$ cat config.mk
export PLATFORM = sky130hd
export DESIGN_NAME = uut_job_sched
export DESIGN_NICKNAME = d
export VERILOG_FILES = /design/src/rtl/uut_job_sched.sv
export SDC_FILE = /design/constraint.sdc
export NUM_CORES = 1
export LEC_CHECK = 0
export BUFFER_PORTS_ARGS = -buffer_cell sky130_fd_sc_hd__buf_2
export CAP_MARGIN = 20
export CORE_MARGIN = 5
export CORE_UTILIZATION = 50
export DETAILED_ROUTE_END_ITERATION = 6
export PLACE_DENSITY = 0.95
export SKIP_CTS_REPAIR_TIMING = 1
export SLEW_MARGIN = 20
export SYNTH_ARGS = -nofsm -noshare
export SYNTH_HDL_FRONTEND = slang
export SYNTH_SLANG_ARGS = --single-unit
export TNS_END_PERCENT = 30
$ cat constraint.sdc
create_clock -name clk -period 2.7 [get_ports clk]
set_input_delay 0.135 -clock clk [delete_from_list [all_inputs] [get_ports clk]]
set_output_delay 0.135 -clock clk [all_outputs]
set_load 0.02 [all_outputs]
$ cat src/rtl/uut_job_sched.sv
// Two-requester job scheduler: arbitrates round-robin, programs a CSR-mapped burst engine,
// polls its status until idle, error or poll timeout, then reports completion.
module uut_job_sched #(
    parameter logic [4:0] CTRL_ADDR = 5'd0,
    parameter logic [4:0] BASE_ADDR = 5'd1,
    parameter logic [4:0] STAT_ADDR = 5'd2,
    parameter int         TIMEOUT   = 1024
) (
    input  logic        clk,
    input  logic        rst_n,
    input  logic        req0_valid,
    output logic        req0_ready,
    input  logic        req0_rnw,
    input  logic [11:0] req0_length,
    input  logic [31:0] req0_addr,
    input  logic        req1_valid,
    output logic        req1_ready,
    input  logic        req1_rnw,
    input  logic [11:0] req1_length,
    input  logic [31:0] req1_addr,
    output logic        done_valid,
    output logic        done_id,
    output logic        done_err,
    output logic [4:0]  avm_csr_address,
    output logic        avm_csr_write,
    output logic        avm_csr_read,
    output logic [31:0] avm_csr_writedata,
    input  logic [31:0] avm_csr_readdata
);
    localparam int             CW = $clog2(TIMEOUT + 1);
    localparam logic [CW-1:0]  TO = CW'(TIMEOUT);

    typedef enum logic [2:0] {
        IDLE, WR_BASE, WR_CTRL, POLL, POLL_WAIT, CLR_ERR, DONE
    } state_t;

    state_t         state, state_nxt;
    logic           job_rnw, job_id, job_err, last_grant;
    logic [11:0]    job_len;
    logic [31:0]    job_addr;
    logic [CW-1:0]  poll_cnt;
    logic           accept, grant_id, err_set;
    logic           sel_rnw;
    logic [11:0]    sel_len;
    logic [31:0]    sel_addr;
    logic           unused_rd;

    assign unused_rd = ^avm_csr_readdata[31:2];

    assign sel_rnw  = grant_id ? req1_rnw    : req0_rnw;
    assign sel_len  = grant_id ? req1_length : req0_length;
    assign sel_addr = grant_id ? req1_addr   : req0_addr;

    always_ff @(posedge clk or negedge rst_n) begin
        if (!rst_n) begin
            state      <= IDLE;
            job_rnw    <= 1'b0;
            job_id     <= 1'b0;
            job_err    <= 1'b0;
            job_len    <= '0;
            job_addr   <= '0;
            last_grant <= 1'b1;
            poll_cnt   <= '0;
        end else begin
            state <= state_nxt;
            if (accept) begin
                job_rnw    <= sel_rnw;
                job_id     <= grant_id;
                job_len    <= sel_len;
                job_addr   <= sel_addr;
                job_err    <= (sel_len == 12'd0);
                last_grant <= grant_id;
                poll_cnt   <= '0;
            end else begin
                // saturating: the timeout compare relies on the count never wrapping
                if (state == POLL && poll_cnt != TO)
                    poll_cnt <= poll_cnt + 1'b1;
                if (err_set)
                    job_err <= 1'b1;
            end
        end
    end

    always_comb begin
        state_nxt         = state;
        accept            = 1'b0;
        grant_id          = 1'b0;
        err_set           = 1'b0;
        req0_ready        = 1'b0;
        req1_ready        = 1'b0;
        done_valid        = 1'b0;
        done_id           = 1'b0;
        done_err          = 1'b0;
        avm_csr_address   = '0;
        avm_csr_write     = 1'b0;
        avm_csr_read      = 1'b0;
        avm_csr_writedata = '0;
        case (state)
            IDLE: begin
                if (rst_n && (req0_valid || req1_valid)) begin
                    accept     = 1'b1;
                    grant_id   = (req0_valid && req1_valid) ? ~last_grant : req1_valid;
                    req0_ready = ~grant_id;
                    req1_ready = grant_id;
                    state_nxt  = (sel_len == 12'd0) ? DONE : WR_BASE;
                end
            end
            WR_BASE: begin
                avm_csr_write     = 1'b1;
                avm_csr_address   = BASE_ADDR;
                avm_csr_writedata = job_addr;
                state_nxt         = WR_CTRL;
            end
            WR_CTRL: begin
                avm_csr_write     = 1'b1;
                avm_csr_address   = CTRL_ADDR;
                avm_csr_writedata = {17'd0, 1'b0, job_rnw, ~job_rnw, job_len};
                state_nxt         = POLL;
            end
            POLL: begin
                avm_csr_read    = 1'b1;
                avm_csr_address = STAT_ADDR;
                state_nxt       = POLL_WAIT;
            end
            POLL_WAIT: begin
                if (avm_csr_readdata[1]) begin
                    err_set   = 1'b1;
                    state_nxt = CLR_ERR;
                end else if (!avm_csr_readdata[0]) begin
                    state_nxt = DONE;
                end else if (poll_cnt == TO) begin
                    err_set   = 1'b1;
                    state_nxt = CLR_ERR;
                end else begin
                    state_nxt = POLL;
                end
            end
            CLR_ERR: begin
                avm_csr_write     = 1'b1;
                avm_csr_address   = CTRL_ADDR;
                avm_csr_writedata = 32'h0000_4000;
                state_nxt         = DONE;
            end
            DONE: begin
                done_valid = 1'b1;
                done_id    = job_id;
                done_err   = job_err;
                state_nxt  = IDLE;
            end
            default: state_nxt = IDLE;
        endcase
    end
endmodule

==> Word level (Yosys, flattened, before mapping) <==
Index checks and enable logic that the tools add are counted.
{ "word_totals": {"reg_bits": 62, "inputBits": 126, "out_inout_bits": 44, "elab_cells": 61} }
{ "op_classes": {"n_addsub": 1, "n_eq_ne": 9, "muxes": 31, "bitwise_logic": 3, "reduce_logical": 9} }
{ "ops": {"columns": ["cell", "n"], "rows": [
  ["$pmux W32 S3", 1],
  ["$mux W32", 1],
  ["$mux W11", 2],
  ["$mux W1", 19],
  ["$pmux W3 S6", 1],
  ["$mux W3", 5],
  ["$logic_not A12 Y1", 1],
  ["$mux W12", 1],
  ["$add A11 B1 Y11 const B", 1],
  ["$eq A11 B11 Y1 const B", 1],
  ["$ne A11 B11 Y1 const B", 1],
  ["$eq A3 B3 Y1 const B", 3],
  ["$eq A3 B2 Y1 const B", 2],
  ["$pmux W2 S2", 1],
  ["$reduce_bool A2 Y1", 2],
  ["$eq A3 B1 Y1 const B", 1],
  ["$logic_and A1 B1 Y1", 3],
  ["$logic_not A3 Y1", 1],
  ["$not A1 Y1", 3],
  ["$reduce_or A3 Y1", 1],
  ["$ne A2 B2 Y1 const B", 1],
  ["$logic_or A1 B1 Y1", 1]
]} }

==> Depth between registers and ports, before layout <==
{ "depth": {"depth_word": 9, "depth_mapped": 7} }

==> Worst setup path after synthesis <==
OpenSTA, ideal clock, no wires.
{ "synth_timing": {"path_kind": "register to output", "from": "register state[0]", "to": "output port req0_ready", "arrival_ns": 1.603, "required_time_ns": 2.565, "setup_slack_ns": 0.962, "path_stages_with_launch": 7, "n_path_buf": 3, "cell_sequence": "dfrtp_1 -> buf_6 -> nor4b_4 -> o21ai_0 -> buf_2 -> buf_2 -> nor2_1"} }
{ "synth_via": {"elab_chain_cells": 2} }
{ "synth_rtl": {"columns": ["element", "line_no", "text"], "rows": [
  ["start, declared", "37", "state_t state, state_nxt;"],
  ["start signal, assigned", "65", "state <= state_nxt;"],
  ["$logic_not A3 Y1", "98", "case (state)"],
  ["$mux W1", "98", null],
  ["end, declared", "12", "output logic req0_ready,"]
]} }
No other way between the ends.

==> Final worst setup path <==
{ "layout_timing": {"from": "register state[2]", "to": "output port avm_csr_writedata[4]"} }
{ "layout_via": {"elab_chain_cells": 2} }
{ "layout_rtl": {"columns": ["element", "line_no", "text"], "rows": [
  ["$eq A3 B3 Y1, or another cell as far along", "98", null],
  ["$pmux W32 S3 (*)", "98", null],
  ["end, declared", "27", "output logic [31:0] avm_csr_writedata,"]
]} }
Every way passes the cells marked *; elsewhere a longest branch is shown, timed or not.

==> impl_metrics.sql <==
INSERT INTO impl_metrics (metric_group, metric, value, unit) VALUES
('power_and_ir_drop', 'power_density', '921.3', 'mW/mm2'),
('timing', 'grt_setup_unrepaired', 'false', ''),
('route', 'route.detailed.vias_per_inst', '5.503', ''),
('place', 'place.detailed.hpwl', '6.665', 'mm'),
('timing', 'timing_max_transition_violations_final', '0', ''),
('finish', 'num-nets-final', '613', ''),
('job', 'maxCapViolCount', '0', ''),
('power_and_ir_drop', 'internal_power', '2.347', 'mW'),
('finish', 'layoutNonFillerInstCount', '569', ''),
('timing', 'worst_pin_slew', '0.7869', 'ns'),
('clock_network', 'clkSinkCount', '62', ''),
('worst_setup_path', 'cp_max_fo', '13', ''),
('finish', 'layout.core_utilization', '63.87', '%'),
('worst_setup_path', 'r2r-start', 'state[1]', ''),
('status', 'result_of_the_run', 'complete, but fails checks', ''),
('clock_network', 'ctsHtreeMaxLevel', '3', ''),
('floorplan', 'initial_utilization', '50.56', '%'),
('synth', 'synth.distinct_cells', '43', ''),
('power_and_ir_drop', 'total_power', '3.954', 'mW'),
('route', 'post-route-drc-count', '0', ''),
('timing', 'hold-worst-slack', '-0.01972', 'ns'),
('floorplan', 'core_area', '0.006719', 'mm2'),
('timing', 'timing.clock.skew', '0.004748', 'ns'),
('global_route', 'via_count_of_the_first_global_routing_pass', '3179', ''),
('worst_setup_path', 'worst-endpoint-required', '2.57', 'ns'),
('finish', 'syn_to_final_growth', '26.34', '%'),
('clock_network', 'clock_pin_slew_on_the_worst_setup_and_hold_paths', '0.06', 'ns'),
('clock_network', 'clk-insertion-delay-late', '0.34', 'ns'),
('floorplan', 'dieHeight', '92.43', 'um'),
('clock_network', 'cts_root_buffer', 'clkbuf_8', ''),
('synth', 'postSynth.topFlopCell', 'dfrtp_1', ''),
('clock_network', 'cts_buffers', '9', ''),
('place', 'gp_congestion', '0.8974', ''),
('finish', 'final_instance_area', '0.004292', 'mm2'),
('route', 'drt_iter0_markers', '163', ''),
('timing', 'post-route-min-period', '2.219', 'ns'),
('power_and_ir_drop', 'peakVddDrop', '0.0005116', 'V'),
('worst_setup_path', 'startpoint_type', 'register', ''),
('timing', 'final_setup_violations', '0', ''),
('timing', 'achievable-frequency', '450.7', 'MHz'),
('finish', 'antenna_cells_inserted', '0', ''),
('global_route', 'grt_first_pass_wirelength', '14.79', 'mm'),
('timing', 'finalSetupTns', '0', 'ns'),
('finish', 'most_common_library_cell_in_the_layout_ignoring_fill_and_taps', 'buf_2', ''),
('route', 'ant_nets', '0', ''),
('worst_setup_path', 'endpoint_kind', 'output pin', ''),
('power_and_ir_drop', 'pwr-share-comb', '41.8', '%'),
('finish', 'layout-drive-gt1-share', '32.52', '%'),
('synth', 'synth_warnings', '0', ''),
('route', 'via_count_of_the_routed_design', '3131', ''),
('place', 'place_inst', '553', ''),
('status', 'failed_checks', 'hold timing', ''),
('timing', 'rel_slew_slack', '47.54', '%'),
('floorplan', 'ios', '170', ''),
('power_and_ir_drop', 'static-leakage-power', '2.278', 'nW'),
('power_and_ir_drop', 'power.share.sequential', '40.1', '%'),
('route', 'drt_pass1_iterations', '5', ''),
('place', 'placedInstanceArea', '0.004096', 'mm2'),
('timing', 'hold_viol_final', '17', ''),
('place', 'post-place-ws', '0.6162', 'ns'),
('timing', 'layout_worst_path_cycle_share', '82.17', '%'),
('finish', 'layout.cells.most_common_list', '136 x buf_2, 61 x dfrtp_1, 56 x nand2_1', ''),
('synth', 'synth_enable_flop_cells', '0', ''),
('floorplan', 'die_w', '92.43', 'um'),
('global_route', 'grt_max_degree', '64', ''),
('synth', 'syn_avg_cell_area', '9.462', 'um2'),
('timing', 'setup_ws', '0.4814', 'ns'),
('global_route', 'grt_remaining_overflow', '0', ''),
('floorplan', 'rows', '30', ''),
('power_and_ir_drop', 'power.share.clock', '18.1', '%'),
('clock_network', 'tritoncts', 'yes', '');
area by class of cell:
class | count | area [um2]
clock buffer | 14 | 162.7
clock inverter | 1 | 5.005
fill | 512 | 2427
inverter | 7 | 26.28
multi-input combinational | 264 | 1707
sequential | 62 | 1553
tap | 80 | 100.1
timing repair buffer | 141 | 738.2
worst max-delay path, stage by stage, from the launching register on:
cell     delay, ns
dfrtp_1       0.52
nor2_1        0.22
and2_1        0.54
a22o_1        0.28
buf_2         0.18
per-layer routing:
metal | vias to the layer above | wire [um] | GRT usage, %
met5 | - | 0 | 0
met4 | 0 | 193 | 7.426
met3 | 21 | 711 | 6.661
met2 | 116 | 4437 | 36.62
met1 | 1479 | 3549 | 25.81
li1 | 1515 | - | -
path summary, 6_finish.rpt:
kind	to	slack (ns)	depth (start not counted)
max in group asynchronous	job_len[9]	2.20	2
min in group clk	job_addr[8]	0.09	3
setup reg to reg	job_addr[27]	0.65	6
hold reg to reg	job_addr[30]	0.47	2
hold / removal	state[0]	-0.02	2
setup / recovery	avm_csr_writedata[4]	0.48	4
cells in the mapped netlist, types with 5 or more instances:
cell	instances	area, um2
a22o_1	13	113.9
and2_1	19	118.9
buf_2	13	65.06
clkbuf_1	10	37.54
dfrtp_1	61	1526
inv_1	7	26.28
mux2i_1	45	450.4
nand2_1	56	210.2
nand3_1	8	40.04
nor2_1	15	56.30
nor4_1	7	43.79
o21ai_0	51	255.2
xor2_1	5	43.79
power groups by stage:
stage	Sequential, mW	Clock, mW	Combinational, mW
2_1_floorplan	1.49	0	1.22
4_1_cts	1.58	0.727	1.64
3_3_place_gp	1.57	0	1.58
5_1_grt	1.64	0.772	1.84
6_report	1.59	0.715	1.65
3_5_place_dp	1.60	0	1.64
flip-flops by register name, summed over array words and instances (netlist names):
signal / cells
state: 3
job_rnw: 1
job_len: 12
poll_cnt: 11
last_grant: 1
job_err: 1
job_id: 1
job_addr: 32
cell families (layout without fill, tap and decap cells):
group / Yosys count / in the layout / synth area share (%)
DFF: 62 / 62 / 45.71
xor gates and xnor gates: 6 / 6 / 1.547
muxes: 46 / 46 / 13.70
other: 1 / 3 / 0.1104
and+or+nand+nor: 124 / 124 / 18.31
buffers and inverters: 35 / 163 / 5.009
adders and majority gates: 2 / 2 / 0.7365
AOI/OAI and AO/OA: 83 / 83 / 14.88
No activity file was read; power rests on OpenSTA's default activity.
